<file path="src/rtl/ai_regs_pkg.sv">
// ai_regs_pkg: register map and bit positions shared by the AI channel register file.
package ai_regs_pkg;

  // Word addresses of the fixed registers
  localparam int ADDR_CTRL            = 0;
  localparam int ADDR_STATUS          = 1;
  localparam int ADDR_PLAYER          = 2;
  localparam int ADDR_KEY             = 3;
  localparam int ADDR_ENEMY_SNAP_BASE = 4;

  // CTRL bit positions
  localparam int CTRL_SNAP_EN = 0;
  localparam int CTRL_IRQ_EN  = 1;

  // STATUS bit positions; the per-channel VALID mirror starts at STATUS_VALID_LSB
  localparam int STATUS_NEW       = 0;
  localparam int STATUS_OVF       = 1;
  localparam int STATUS_VALID_LSB = 2;

  // Command registers sit directly after the n enemy snapshot registers
  function automatic int enemy_cmd_base(input int n);
    return ADDR_ENEMY_SNAP_BASE + n;
  endfunction

endpackage

</file>
<file path="src/rtl/ai_channel_regfile_if.sv">
// ai_channel_regfile_if: Avalon-MM slave bus between the NIOS AI software and the register file.
interface ai_channel_regfile_if #(
  parameter int DATA_W = 16,
  parameter int ADDR_W = 4
);
  logic                  AI_CS;
  logic                  AI_READ;
  logic                  AI_WRITE;
  logic [DATA_W/8-1:0]   AI_BYTE_EN;
  logic [ADDR_W-1:0]     AI_ADDR;
  logic [DATA_W-1:0]     AI_WRITEDATA;
  logic [DATA_W-1:0]     AI_READDATA;
  logic                  AI_IRQ;

  modport master (
    output AI_CS, AI_READ, AI_WRITE, AI_BYTE_EN, AI_ADDR, AI_WRITEDATA,
    input  AI_READDATA, AI_IRQ
  );

  modport slave (
    input  AI_CS, AI_READ, AI_WRITE, AI_BYTE_EN, AI_ADDR, AI_WRITEDATA,
    output AI_READDATA, AI_IRQ
  );
endinterface

</file>
<file path="src/rtl/ai_cmd_channel.sv">
// ai_cmd_channel: one enemy command slot; holds the word, its VALID flag and flags overwrites.
module ai_cmd_channel
  import ai_regs_pkg::*;
#(
  parameter int DATA_W = 16
) (
  input  logic                clk,
  input  logic                rst_n,
  input  logic                wr_en,
  input  logic [DATA_W/8-1:0] byte_en,
  input  logic [DATA_W-1:0]   wr_data,
  input  logic                ready,
  output logic [DATA_W-1:0]   cmd,
  output logic                valid,
  output logic                ovf_pulse
);

  logic [DATA_W-1:0] merged;

  // Bytes not enabled keep the currently held command
  always_comb begin
    merged = cmd;
    for (int b = 0; b < DATA_W/8; b++) begin
      if (byte_en[b]) merged[b*8 +: 8] = wr_data[b*8 +: 8];
    end
  end

  // A write always leaves a command pending, even when the old one transfers in the same cycle
  always_ff @(posedge clk or negedge rst_n) begin
    if (!rst_n) begin
      cmd   <= '0;
      valid <= 1'b0;
    end else if (wr_en) begin
      cmd   <= merged;
      valid <= 1'b1;
    end else if (valid && ready) begin
      valid <= 1'b0;
    end
  end

  // Overwriting a command the controller never took loses it
  assign ovf_pulse = wr_en & valid & ~ready;

endmodule

</file>
<file path="src/rtl/ai_channel_regfile.sv">
// ai_channel_regfile: frame-coherent snapshot registers plus per-enemy command channels for the NIOS AI.
module ai_channel_regfile
  import ai_regs_pkg::*;
#(
  parameter int NUM_ENEMIES = 4,
  parameter int DATA_W      = 16,
  parameter int ADDR_W      = 4
) (
  input  logic                          CLK,
  input  logic                          RESET_N,
  ai_channel_regfile_if.slave           bus,
  output logic [DATA_W-1:0]             EXPORT_DATA,
  input  logic                          FRAME_STB,
  input  logic [DATA_W-1:0]             PLAYER_LOC,
  input  logic [7:0]                    KEYCODE,
  input  logic [NUM_ENEMIES*DATA_W-1:0] ENEMY_LOC,
  output logic [NUM_ENEMIES*DATA_W-1:0] ENEMY_CMD,
  output logic [NUM_ENEMIES-1:0]        ENEMY_CMD_VALID,
  input  logic [NUM_ENEMIES-1:0]        ENEMY_CMD_READY
);

  localparam int CMD_BASE = enemy_cmd_base(NUM_ENEMIES);

  logic [31:0]            addr_w;
  logic                   wr_stb;
  logic                   rd_stb;
  logic                   snap_fire;
  logic                   ovf_clr;
  logic [DATA_W-1:0]      ctrl_q;
  logic [DATA_W-1:0]      ctrl_merged;
  logic                   status_new;
  logic                   status_ovf;
  logic [DATA_W-1:0]      player_snap;
  logic [7:0]             key_snap;
  logic [DATA_W-1:0]      enemy_snap [NUM_ENEMIES];
  logic [NUM_ENEMIES-1:0] cmd_wr;
  logic [NUM_ENEMIES-1:0] ovf_pulse;
  logic [DATA_W-1:0]      status_word;
  logic [DATA_W-1:0]      rd_mux;
  logic [DATA_W-1:0]      readdata_q;
  logic                   irq_q;

  assign addr_w    = 32'(bus.AI_ADDR);
  assign wr_stb    = bus.AI_CS & bus.AI_WRITE;
  assign rd_stb    = bus.AI_CS & bus.AI_READ;
  assign snap_fire = FRAME_STB & ctrl_q[CTRL_SNAP_EN];
  assign ovf_clr   = wr_stb && (addr_w == ADDR_STATUS) && bus.AI_BYTE_EN[0]
                     && bus.AI_WRITEDATA[STATUS_OVF];

  // Byte-enable merge for CTRL writes and per-channel command write strobes
  always_comb begin
    ctrl_merged = ctrl_q;
    for (int b = 0; b < DATA_W/8; b++) begin
      if (bus.AI_BYTE_EN[b]) ctrl_merged[b*8 +: 8] = bus.AI_WRITEDATA[b*8 +: 8];
    end
    cmd_wr = '0;
    for (int i = 0; i < NUM_ENEMIES; i++) begin
      cmd_wr[i] = wr_stb && (addr_w == 32'(CMD_BASE + i));
    end
  end

  for (genvar g = 0; g < NUM_ENEMIES; g++) begin : g_chan
    ai_cmd_channel #(.DATA_W(DATA_W)) u_chan (
      .clk       (CLK),
      .rst_n     (RESET_N),
      .wr_en     (cmd_wr[g]),
      .byte_en   (bus.AI_BYTE_EN),
      .wr_data   (bus.AI_WRITEDATA),
      .ready     (ENEMY_CMD_READY[g]),
      .cmd       (ENEMY_CMD[g*DATA_W +: DATA_W]),
      .valid     (ENEMY_CMD_VALID[g]),
      .ovf_pulse (ovf_pulse[g])
    );
  end

  // CTRL register, also mirrored onto the LEDs
  always_ff @(posedge CLK or negedge RESET_N) begin
    if (!RESET_N) ctrl_q <= '0;
    else if (wr_stb && (addr_w == ADDR_CTRL)) ctrl_q <= ctrl_merged;
  end

  // All snapshots load together so software sees one coherent frame
  always_ff @(posedge CLK or negedge RESET_N) begin
    if (!RESET_N) begin
      player_snap <= '0;
      key_snap    <= '0;
      for (int i = 0; i < NUM_ENEMIES; i++) enemy_snap[i] <= '0;
    end else if (snap_fire) begin
      player_snap <= PLAYER_LOC;
      key_snap    <= KEYCODE;
      for (int i = 0; i < NUM_ENEMIES; i++) enemy_snap[i] <= ENEMY_LOC[i*DATA_W +: DATA_W];
    end
  end

  // NEW clears on a STATUS read unless a new frame lands that cycle; OVF is sticky until W1C
  always_ff @(posedge CLK or negedge RESET_N) begin
    if (!RESET_N) begin
      status_new <= 1'b0;
      status_ovf <= 1'b0;
    end else begin
      if (snap_fire) status_new <= 1'b1;
      else if (rd_stb && (addr_w == ADDR_STATUS)) status_new <= 1'b0;
      if (|ovf_pulse) status_ovf <= 1'b1;
      else if (ovf_clr) status_ovf <= 1'b0;
    end
  end

  // Read multiplexer; unmapped addresses read as zero
  always_comb begin
    status_word = '0;
    status_word[STATUS_NEW] = status_new;
    status_word[STATUS_OVF] = status_ovf;
    status_word[STATUS_VALID_LSB +: NUM_ENEMIES] = ENEMY_CMD_VALID;
    rd_mux = '0;
    if (addr_w == ADDR_CTRL)   rd_mux = ctrl_q;
    if (addr_w == ADDR_STATUS) rd_mux = status_word;
    if (addr_w == ADDR_PLAYER) rd_mux = player_snap;
    if (addr_w == ADDR_KEY)    rd_mux[7:0] = key_snap;
    for (int i = 0; i < NUM_ENEMIES; i++) begin
      if (addr_w == 32'(ADDR_ENEMY_SNAP_BASE + i)) rd_mux = enemy_snap[i];
      if (addr_w == 32'(CMD_BASE + i))             rd_mux = ENEMY_CMD[i*DATA_W +: DATA_W];
    end
  end

  // Registered read data (zero when idle) and interrupt, which trails NEW by one cycle
  always_ff @(posedge CLK or negedge RESET_N) begin
    if (!RESET_N) begin
      readdata_q <= '0;
      irq_q      <= 1'b0;
    end else begin
      readdata_q <= rd_stb ? rd_mux : '0;
      irq_q      <= status_new & ctrl_q[CTRL_IRQ_EN];
    end
  end

  assign bus.AI_READDATA = readdata_q;
  assign bus.AI_IRQ      = irq_q;
  assign EXPORT_DATA     = ctrl_q;

endmodule

</file>
<file path="src/flat_wrapper.sv">
// flat-port wrapper written by rule: the top's interface ports become plain ports
module ai_channel_regfile_flat import ai_regs_pkg::*;
#(
  parameter int NUM_ENEMIES = 4,
  parameter int DATA_W      = 16,
  parameter int ADDR_W      = 4
)
  (CLK, RESET_N, EXPORT_DATA, FRAME_STB, PLAYER_LOC, KEYCODE, ENEMY_LOC, ENEMY_CMD, ENEMY_CMD_VALID, ENEMY_CMD_READY, bus_AI_CS, bus_AI_READ, bus_AI_WRITE, bus_AI_BYTE_EN, bus_AI_ADDR, bus_AI_WRITEDATA, bus_AI_READDATA, bus_AI_IRQ);
  ai_channel_regfile_if #(.DATA_W(DATA_W), .ADDR_W(ADDR_W)) bus_i ();
  input  logic CLK;
  input  logic RESET_N;
  output logic [DATA_W-1:0] EXPORT_DATA;
  input  logic FRAME_STB;
  input  logic [DATA_W-1:0] PLAYER_LOC;
  input  logic [7:0] KEYCODE;
  input  logic [NUM_ENEMIES*DATA_W-1:0] ENEMY_LOC;
  output logic [NUM_ENEMIES*DATA_W-1:0] ENEMY_CMD;
  output logic [NUM_ENEMIES-1:0] ENEMY_CMD_VALID;
  input  logic [NUM_ENEMIES-1:0] ENEMY_CMD_READY;
  input wire logic [$bits(bus_i.AI_CS)-1:0] bus_AI_CS;
  input wire logic [$bits(bus_i.AI_READ)-1:0] bus_AI_READ;
  input wire logic [$bits(bus_i.AI_WRITE)-1:0] bus_AI_WRITE;
  input wire logic [$bits(bus_i.AI_BYTE_EN)-1:0] bus_AI_BYTE_EN;
  input wire logic [$bits(bus_i.AI_ADDR)-1:0] bus_AI_ADDR;
  input wire logic [$bits(bus_i.AI_WRITEDATA)-1:0] bus_AI_WRITEDATA;
  output wire logic [$bits(bus_i.AI_READDATA)-1:0] bus_AI_READDATA;
  output wire logic [$bits(bus_i.AI_IRQ)-1:0] bus_AI_IRQ;
  assign bus_i.AI_CS = bus_AI_CS;
  assign bus_i.AI_READ = bus_AI_READ;
  assign bus_i.AI_WRITE = bus_AI_WRITE;
  assign bus_i.AI_BYTE_EN = bus_AI_BYTE_EN;
  assign bus_i.AI_ADDR = bus_AI_ADDR;
  assign bus_i.AI_WRITEDATA = bus_AI_WRITEDATA;
  assign bus_AI_READDATA = bus_i.AI_READDATA;
  assign bus_AI_IRQ = bus_i.AI_IRQ;
  ai_channel_regfile #(.NUM_ENEMIES(NUM_ENEMIES), .DATA_W(DATA_W), .ADDR_W(ADDR_W)) u_core (.CLK(CLK), .RESET_N(RESET_N), .bus(bus_i), .EXPORT_DATA(EXPORT_DATA), .FRAME_STB(FRAME_STB), .PLAYER_LOC(PLAYER_LOC), .KEYCODE(KEYCODE), .ENEMY_LOC(ENEMY_LOC), .ENEMY_CMD(ENEMY_CMD), .ENEMY_CMD_VALID(ENEMY_CMD_VALID), .ENEMY_CMD_READY(ENEMY_CMD_READY));
endmodule
</file>
<file path="config.mk">
export PLATFORM = sky130hd
export DESIGN_NAME = ai_channel_regfile_flat
export DESIGN_NICKNAME = d
export VERILOG_FILES = /design/src/rtl/ai_regs_pkg.sv /design/src/rtl/ai_channel_regfile_if.sv /design/src/rtl/ai_cmd_channel.sv /design/src/rtl/ai_channel_regfile.sv /design/src/flat_wrapper.sv
export SDC_FILE = /design/constraint.sdc
export NUM_CORES = 1
export LEC_CHECK = 0
export CAP_MARGIN = 20
export CELL_PAD_IN_SITES_DETAIL_PLACEMENT = 2
export CELL_PAD_IN_SITES_GLOBAL_PLACEMENT = 2
export CORE_MARGIN = 2
export CORE_UTILIZATION = 29
export CTS_CLUSTER_SIZE = 25
export DETAILED_ROUTE_END_ITERATION = 12
export GPL_TIMING_DRIVEN = 0
export HOLD_SLACK_MARGIN = 0.02
export PLACE_DENSITY = 0.78
export SLEW_MARGIN = 0
export SYNTH_ARGS = -nofsm -noshare
export SYNTH_HDL_FRONTEND = slang
export SYNTH_HIERARCHICAL = 1
export SYNTH_SLANG_ARGS = --single-unit
</file>
<file path="constraint.sdc">
create_clock -name CLK -period 1.45 [get_ports CLK]
set_input_delay 0.2175 -clock CLK [delete_from_list [all_inputs] [get_ports CLK]]
set_output_delay 0.2175 -clock CLK [all_outputs]
set_load 0.1 [all_outputs]
</file>
==> results of run 1 <==
==> flip-flops by register name, summed over array words and instances, names as in the netlist, 4 cells and up <==
register                    cells
u_core/EXPORT_DATA             16
u_core/enemy_snap              64
u_core/bus.AI_READDATA         16
u_core/key_snap                 8
u_core/g_chan.u_chan/cmd       64
u_core/g_chan.u_chan/valid      4
u_core/player_snap             16
==> synthesized netlist by cell type, types with 2 or more instances <==
master	n
sky130_fd_sc_hd__a221oi_2	4
sky130_fd_sc_hd__a22o_1	2
sky130_fd_sc_hd__and2_1	8
sky130_fd_sc_hd__nor2_1	24
sky130_fd_sc_hd__buf_6	2
sky130_fd_sc_hd__mux2i_1	23
sky130_fd_sc_hd__nor2b_1	9
sky130_fd_sc_hd__nand2_2	8
sky130_fd_sc_hd__nand2_1	30
sky130_fd_sc_hd__mux2_4	8
sky130_fd_sc_hd__a21oi_1	55
sky130_fd_sc_hd__buf_4	6
sky130_fd_sc_hd__and3_2	4
sky130_fd_sc_hd__buf_2	26
sky130_fd_sc_hd__o21ai_0	26
sky130_fd_sc_hd__a21o_1	5
sky130_fd_sc_hd__o21ai_1	6
sky130_fd_sc_hd__mux2_2	167
sky130_fd_sc_hd__buf_1	8
sky130_fd_sc_hd__clkbuf_1	4
sky130_fd_sc_hd__o221ai_1	7
sky130_fd_sc_hd__nand3_4	2
sky130_fd_sc_hd__a211oi_1	7
sky130_fd_sc_hd__nand3_1	3
sky130_fd_sc_hd__o31ai_1	5
sky130_fd_sc_hd__a221oi_1	2
sky130_fd_sc_hd__dfrtp_1	191
sky130_fd_sc_hd__a32oi_1	7
sky130_fd_sc_hd__inv_1	5
sky130_fd_sc_hd__a41oi_1	2
sky130_fd_sc_hd__nor3_1	3
sky130_fd_sc_hd__a22oi_1	8
sky130_fd_sc_hd__a21o_2	4
sky130_fd_sc_hd__nand2b_1	13
sky130_fd_sc_hd__nand4b_1	2
sky130_fd_sc_hd__o22ai_1	26
sky130_fd_sc_hd__o211ai_1	2
==> stage by stage <==
step           TNS [ns]  setup WS, ns  utilization, %  hold WS (ns)
6_report        -0.2152       -0.1077           42.13       -0.2387
5_1_grt         -0.4776       -0.1329           42.12       -0.1852
4_1_cts         -0.1181      -0.02056           41.45       -0.1962
3_5_place_dp    -139.92        -1.411           39.20        0.2709
3_3_place_gp   -1726.23        -9.509           39.09        0.4628
2_1_floorplan    -3.510      -0.09538               -      -0.07809
==> final cells by class <==
| class | count | area share [%] |
|---|---|---|
| clock inverter | 15 | 1.452 |
| antenna | 2 | 0.03873 |
| clock buffer | 17 | 3.292 |
| buffer | 44 | 3.360 |
| sequential | 191 | 37.67 |
| multi-input combinational | 490 | 33.38 |
| tap | 396 | 3.834 |
| timing repair buffer | 244 | 16.83 |
| inverter | 5 | 0.1452 |
==> how the worst max path moves through the flow <==
stage | start | to | slack, ns | depth (start not counted)
global route | bus_AI_ADDR[1] | u_core/bus.AI_READDATA[6] | -0.13 | 9
detailed placement | bus_AI_ADDR[3] | u_core/g_chan[3].u_chan/cmd[13] | -1.41 | 7
CTS | u_core/g_chan[1].u_chan/valid | u_core/bus.AI_READDATA[3] | -0.02 | 5
finish | bus_AI_ADDR[1] | u_core/bus.AI_READDATA[6] | -0.11 | 9
floorplan | bus_AI_ADDR[1] | u_core/g_chan[1].u_chan/cmd[0] | -0.1 | 7
global placement | RESET_N | u_core/g_chan[1].u_chan/valid | -9.51 | 1
==> cells by family after synthesis <==
group                  count (synthesis)  synth area share, %
AO/OA/AOI/OAI                        172                12.24
buffers and inverters                 51                2.887
flip-flops                           191                52.76
multiplexers                         198                24.63
AND/OR/NAND/NOR                      120                7.487
==> report_power, final <==
| group | internal, uW | switching (uW) | total [uW] |
|---|---|---|---|
| logic | 2440 | 4130 | 6560 |
| registers | 6820 | 1220 | 8040 |
| clock network | 2370 | 2540 | 4910 |
| total | 11600 | 7890 | 19500 |
==> timing repair <==
item                                   in CTS  in global routing
pin swaps                                   9                  5
setup endpoints to repair                 281                106
resized for setup                         688                 35
buffers inserted                           14                  9
endpoints found under the hold margin      84                 84
==> routing by layer <==
metal  wire [um]  part of all wire [%]  track usage [%]
met3        2500                   6.5            5.241
met5          41                  0.11                0
met4        1438                   3.7            9.645
met1       16280                    42            29.60
met2       18260                    47            36.67
==> impl.org, run 1 <==
** Critical path
- CP max-delay cell :: sky130_fd_sc_hd__buf_2
- The cell family contributing the most delay on the critical path is buffers and inverters.
- The largest single stage delay on the critical path is 0.31 ns.
- Register-to-register setup slack :: -0.04 ns
- Critical register-to-register path startpoint :: u_core/g_chan[1].u_chan/valid
- The signal on the critical path passes through buf_4, buf_8, buf_4, clkbuf_4, buf_2, o21ai_0, a21oi_1, a21oi_1, a21oi_1.
- CP arrival :: 1.91 ns
- Of all nets on the critical path, the largest fanout is 10.
- Length in cells of the worst reg-to-reg path :: 5
- Startpoint-to-endpoint class of the critical path :: input pin to register
- Number of buffers and inverters on the critical path :: 5
- Critical Path RT :: 1.80 ns
- The endpoint identified for the worst register-to-register timing path is u_core/bus.AI_READDATA[3].
- Most common cell on crit path :: sky130_fd_sc_hd__a21oi_1
- Setup crit start kind :: input pin
- Critical path capture point type :: register

** Placement
- Final GP Congestion :: 0.8186
- Once placement completed, the tool counted placed cells totaling 1349.
- Number of input and output port buffers inserted :: 220
- Post-detailed-placement half-perimeter wirelength :: 27300 um
- In this run the cell area measured after placement is 12020 um2.

** Status
- Violations in the final reports :: hold timing, setup timing
- Run status :: finished, violations left

** Yosys
- Sequential area share after synthesis :: 52.76%
- Number of flops mapped to enable cells by yosys :: 0
- The average instance in the mapped netlist occupies 12.38 um2.
- Cell variety after synth :: 55
- Post-synthesis instance area :: 9059 um2
- For this run, the leading register cell type out of synthesis is sky130_fd_sc_hd__dfrtp_1.
- Share of synthesized registers carrying an async set or reset :: 100.0%
- Counting flops and latches in the post-synthesis netlist gives 191.
- Area share of the largest cell type after synthesis :: 52.76%
- In the synthesized netlist, the number of instances is 732.
- Leading area contributor after synthesis :: sky130_fd_sc_hd__dfrtp_1
- Total nets after synthesis :: 852
- Total number of yosys warnings :: 6
- Yosys attributes the largest share of cell area to sky130_fd_sc_hd__dfrtp_1 (53%), sky130_fd_sc_hd__mux2_2 (21%), sky130_fd_sc_hd__a21oi_1 (3.0%).

** Detailed routing
- Antenna-violating nets left :: 0
- After detailed routing, the number of remaining DRC violations is 0.
- Routed wire length :: 38510 um
- Using the TritonRoute via totals, the vias-per-cell ratio works out to 5.358.
- The first detailed-routing pass ran for 4 iterations.
- Summing over every cut layer, the via total after detailed routing is 7522.
- In this run, the number of DRC markers left after iteration 0 of detailed routing was 392.
- Drt wl/cell :: 27.43 um

** STA
- Period minus WS final :: 1.558 ns
- Derived from the worst setup path, the maximum achievable clock frequency is 642.0 MHz.
- At the pin with the least slew margin, the transition time is 0.6840 ns.
- Number of failing setup endpoints in the final timing report :: 3
- Max-slew violation count :: 0
- In this run the tightest slew margin relative to its limit is 54.40%.
- Number of hold violations in the final report :: 84
- On the final layout, the worst hold slack is -0.2387 ns.
- Largest clock skew in the final design :: 0.01343 ns
- Final Cycle Share :: 107.4%
- Setup repair after global routing could not meet its margin everywhere.
- Across all setup checks in the final design, the least slack found is -0.1077 ns.

** Final layout
- Of the cells placed in the final design, the portion with a size suffix greater than 1 is 48.81%.
- Area delta synth->final :: 42.65%
- Most common cell after layout, fill and taps aside :: sky130_fd_sc_hd__mux2_2
- In the layout the commonest cells are sky130_fd_sc_hd__mux2_2 (154), sky130_fd_sc_hd__dfrtp_1 (136), sky130_fd_sc_hd__buf_4 (117), sky130_fd_sc_hd__clkdlybuf4s50_1 (111), sky130_fd_sc_hd__a21oi_1 (54).
- Multi-input gate area :: 4313 um2
- After the last flow step, the layout net total stands at 1113.
- Registers take 4868 um2.
- Summing all non-filler instances in the final layout gives an area of 12920 um2.
- Number of fillers in the final layout :: 3139
- The finished layout holds 1404 standard cells, fillers aside.

** Global routing
- Initial antenna violation count :: 7
- Summed over all layers, the global routing overflow is 0.
- Via count of the first global-routing pass :: 8179
- Largest net degree at the start of global routing :: 108
- The first global-routing pass estimated 54970 um of wire.
- In the global route stage, overall resource usage came out at 22.84%.

** Power and ir drop
- For this design the static power due to leakage is 0.005796 uW.
- Power spread over the standard cell area amounts to 1510 nW/um2.
- Total power draw :: 19510 uW
- Peak VDD IR :: 0.0006927 V

** Min path
- The worst hold path belongs to the class input pin to asynchronous set/reset pin.

** Floorplanning
- Initial core utilization :: 29.54%
- From bottom edge to top edge, the die measures 180.7 um.
- The die covers 32670 um2.
- Row generation in the floorplan step produced 64 rows.
- The region available for standard cell placement spans 30670 um2.
- For this design the top-level I/O count stands at 221.
- Die Width :: 180.7 um

** Clock network
- TritonCTS built the clock tree.
- The number of clock buffers added by TritonCTS is 17.
- The clock tree synthesis step divided the H-tree into 4 levels.
- Cell at the root of the clock tree :: sky130_fd_sc_hd__clkbuf_16
- Worst-path clk slew :: 0.08 ns
- Worst-skew pair later-pin latency :: 0.45 ns
- The clock passes through at most 2 buffers.
- The clock drives 191 sinks.

** Flow run
- Max-cap violations in this run came to 0.
Note: power is estimated with default switching activity, not from simulation.
==> run 2: changes to the inputs <==
--- a/config.mk
+++ b/config.mk
@@ -5,11 +5,12 @@
 export SDC_FILE = /design/constraint.sdc
 export NUM_CORES = 1
 export LEC_CHECK = 0
+export ABC_AREA = 1
 export CAP_MARGIN = 20
 export CELL_PAD_IN_SITES_DETAIL_PLACEMENT = 2
 export CELL_PAD_IN_SITES_GLOBAL_PLACEMENT = 2
 export CORE_MARGIN = 2
-export CORE_UTILIZATION = 29
+export CORE_UTILIZATION = 27
 export CTS_CLUSTER_SIZE = 25
 export DETAILED_ROUTE_END_ITERATION = 12
 export GPL_TIMING_DRIVEN = 0
==> run 2 against run 1 <==
  * The run ends with setup timing left
  * Routed wire length fell by 5.2%
  * Clock skew fell by 0.00094 ns
  * Non-clock buffer count fell by 19
  * Critical path depth fell by 1
  * Worst setup slack improved by 0.052 ns
  * Register-to-register slack got worse by 0.02 ns
  * Global-route usage fell by 1.1 points
  * Design area fell by 2.9%
  * Maximum frequency rose by 3.4%
  * Sequential power fell by 3.6%
  * Worst hold slack improved by 0.55 ns
  * Final cell count rose by 17%
  * Critical endpoint is now u_core/bus.AI_READDATA[2]
  * Largest cell class unchanged
==> impl.org, run 2 <==
** Yosys
- After synthesis, the netlist uses 28 different library cells.
- Predominant post-synthesis flop cell :: sky130_fd_sc_hd__dfrtp_1
- Sequential area share after synthesis :: 53.68%
- Most frequent cell after synthesis :: sky130_fd_sc_hd__nand2_1
- Total nets after synthesis :: 1064
- Counting flops with a built-in enable in the synthesized netlist gives 0.
- The top cell type by area accounts for 53.68% of the synthesized area.
- Average cell area after synthesis :: 9.432 um2
- Instance count of the mapped netlist :: 944
- For this run, asynchronously set or reset flops after synthesis account for 100.0%.
- Post-synthesis instance area :: 8904 um2
- The Yosys step of the flow raised 6 warnings.
- Of all cell types, the one taking the most synthesized area is sky130_fd_sc_hd__dfrtp_1.
- By area the synthesized netlist is led by sky130_fd_sc_hd__dfrtp_1 (54%), sky130_fd_sc_hd__nand2_1 (14%), sky130_fd_sc_hd__mux2_2 (13%).
- Post-synth top cells :: sky130_fd_sc_hd__nand2_1 (323), sky130_fd_sc_hd__dfrtp_1 (191), sky130_fd_sc_hd__mux2_2 (103), sky130_fd_sc_hd__nand3_1 (92), sky130_fd_sc_hd__inv_1 (48)
- Counting flops and latches in the post-synthesis netlist gives 191.

** Detailed routing
- Drt wl/cell :: 22.13 um
- Residual DRC :: 0
- DR vias/cell :: 4.735
- For this block, the initial DRC count from the detailed router was 343.
- Routed wire length :: 36500 um
- Antenna-violating nets left :: 0
- First-pass iteration count of the detailed router :: 4
- Number of vias after detailed routing :: 7808

** Critical path
- The cell family contributing the most delay on the critical path is simple AND/OR/NAND/NOR gates.
- Delay of the slowest critical-path stage :: 0.40 ns
- Data on the critical path is required at its endpoint by 1.77 ns.
- Maximum fanout along the worst path :: 2
- The critical path starts at u_core/player_snap[2].
- CP arrival :: 1.82 ns
- Most common cell on crit path :: sky130_fd_sc_hd__nand2_1
- Worst r2r dst :: u_core/bus.AI_READDATA[2]
- Stages on worst setup path :: 8
- The critical path ends at u_core/bus.AI_READDATA[2].
- The worst setup path is launched from a register.
- Setup slack on the worst reg-to-reg path comes out at -0.06 ns.
- The signal on the critical path passes through o211ai_1, nand3_1, nand2_1, nand3_2, nand2_2, nand4_1, nand2_1, a21oi_1.
- STA classifies the critical path endpoint as a register.
- Critical register-to-register path startpoint :: u_core/player_snap[2]
- Number of buffers and inverters on the critical path :: 0
- Startpoint-to-endpoint class of the critical path :: register to register
- For this design, the slowest cell found on the critical path is sky130_fd_sc_hd__dfrtp_1.
- The number of cells on the worst reg-to-reg path is 8.

** Min path
- Hold/Removal Path Class :: input pin to asynchronous set/reset pin

** STA
- Slew headroom :: 58.29%
- For the final routed database, the setup TNS stands at -0.08383 ns.
- Of the available clock period, the critical path in the final layout requires 103.8%.
- Largest clock skew in the final design :: 0.01249 ns
- For this run, the top clock speed supported by timing is 664.1 MHz.
- After layout, the worst setup slack is -0.05582 ns.
- Setup violations remaining at the end of the flow were counted as 2.
- The max-slew violation count is 0.
- Slew at the pin closest to its max-slew limit :: 0.6257 ns
- Number of hold violations in the final report :: 0
- Period minus WS final :: 1.506 ns
- Setup repair after global routing could not meet its margin everywhere.

** Clock network
- After clock tree synthesis, the clock-pin slew on the worst setup and hold paths is 0.08 ns.
- H-tree lvl count :: 4
- Buffer levels on the longest clock path :: 2
- CTS tree :: yes
- Cell at the root of the clock tree :: sky130_fd_sc_hd__clkbuf_16
- Number of CTS-inserted buffers :: 17
- Worst-skew pair later-pin latency :: 0.46 ns
- Number of clock sinks :: 191

** Floorplanning
- In this run the horizontal extent of the chip is 185.6 um.
- Core Footprint :: 32540 um2
- Area of the die :: 34450 um2
- # rows :: 66
- From bottom edge to top edge, the die measures 185.6 um.
- Once the floorplan was initialized, standard cells occupied 27.37% of the core.
- Boundary pin count :: 221

** Final layout
- Largest registers ranked by flip-flop count :: u_core/enemy_snap x64, u_core/g_chan.u_chan/cmd x64
- The post-route netlist has 34.19% of its cells at a drive strength greater than 1.
- Multi-input gate area :: 3842 um2
- Number of non-filler instances in the completed layout :: 1649
- At the end of the flow, the number of nets in the layout was 1312.
- Footprint of the flip-flops and latches :: 4827 um2
- Area delta synth->final :: 40.89%
- Top library cells by usage in the layout, fill and taps aside :: sky130_fd_sc_hd__nand2_1 (300), sky130_fd_sc_hd__dfrtp_1 (155), sky130_fd_sc_hd__clkdlybuf4s50_1 (114), sky130_fd_sc_hd__mux2_2 (103), sky130_fd_sc_hd__buf_4 (97)
- Leaving out fill and tap cells, the most frequent cell in the layout is sky130_fd_sc_hd__nand2_1.
- The layout has 3579 filler cells.

** Power and ir drop
- Switching power as a share of total power :: 38.64%
- For this design the total switching power over the nets is 7132 uW.
- Share of total power in the clock network :: 26.5%
- For this design the static power due to leakage is 0.005976 uW.
- Peak VDD IR :: 0.0008634 V
- Sequential cells account for 42.0% of the total power.
- P_int :: 11330 uW
- Part of the power in combinational logic :: 31.5%
- Cell Pwr Density :: 1471 nW/um2

** Status
- The run finished, with violations left.
- The final reports fail on setup timing.

** Global routing
- Via count of the first global-routing pass :: 8700
- Entering global routing, the biggest net connects 110 pins.
- GRT Residual Overflow :: 0
- Wire length of the first global-routing pass :: 53880 um
- Initial antenna violation count :: 3
- Overall Global Routing Usage :: 21.73%

** Flow run
- Max capacitance violation total :: 0

** Placement
- Post-detailed-placement half-perimeter wirelength :: 27130 um
- Number of input and output port buffers inserted :: 218
- Final GP Congestion :: 0.8322
- In this run, placement finished with an instance count of 1605.
[run 2: timing repair]
| item | 4_1_cts | 5_1_grt |
|---|---|---|
| gates cloned | 1 | 0 |
| buffers inserted | 6 | 3 |
| resized for setup | 660 | 48 |
| pin swaps | 10 | 11 |
| hold buffers | 1 | 0 |
| endpoints found under the setup margin | 270 | 147 |
| hold endpoints to repair | 82 | 0 |
[run 2: cell type report]
class / count / share of cell area, %
Sequential cell: 191 / 38.48
Antenna cell: 2 / 0.03990
Inverter: 58 / 1.875
Multi-Input combinational cell: 655 / 30.63
Timing Repair Buffer: 229 / 17.00
Tap cell: 442 / 4.409
Clock inverter: 14 / 1.267
Clock buffer: 18 / 3.421
Buffer: 40 / 2.883
[run 2: metrics by stage]
stage | hold slack (ns) | util [%] | worst slack [ns] | power (uW) | instance area (um2)
after detailed placement | 0.2696 | 36.18 | -1.180 | 13650 | 11770
final | 0.3084 | 38.56 | -0.05582 | 18460 | 12540
after global routing | 0.3369 | 38.54 | -0.08849 | 19290 | 12540
after CTS | 0.2817 | 38.07 | -0.05005 | 18620 | 12390
after global placement | 0.4711 | 36.08 | -9.677 | 13420 | 11740
after floorplan | -0.07809 | - | 0.004888 | 11520 | 9004
[run 2: worst min-delay path by stage]
| stage | from | endpoint | slack, ns | cells past startpoint |
|---|---|---|---|---|
| floorplan | RESET_N | u_core/EXPORT_DATA[10] | -0.08 | 0 |
| global placement | u_core/g_chan[1].u_chan/cmd[12] | u_core/g_chan[1].u_chan/cmd[12] | 0.47 | 2 |
| detailed placement | RESET_N | u_core/key_snap[5] | 0.27 | 1 |
| CTS | bus_AI_ADDR[0] | u_core/status_new | 0.28 | 6 |
| global route | RESET_N | u_core/key_snap[5] | 0.34 | 2 |
| finish | RESET_N | u_core/key_snap[5] | 0.31 | 2 |
[run 2: logic make-up (layout without fill, tap and decap cells)]
family,after synthesis,count (layout),synth area share [%]
other cells,0,2,0
buf+inv,99,359,5.213
mux,103,103,13.03
simple gates,506,507,25.29
compound gates,45,45,2.782
flops,191,191,53.68
[run 2: power by group through the flow]
stage,Clock [uW],Combinational (uW),Sequential (uW)
floorplan,0,1700,9820
global placement,0,5670,7750
detailed placement,0,5820,7830
CTS,5050,5820,7750
global route,5220,6120,7940
finish,4890,5820,7750
[run 2: per-layer routing]
layer	wire length (um)	GRT usage [%]	up-vias
met4	554	5.480	2
li1	-	-	3563
met1	15720	27.44	3983
met5	13	0	-
met2	18350	37.69	229
met3	1858	4.754	31
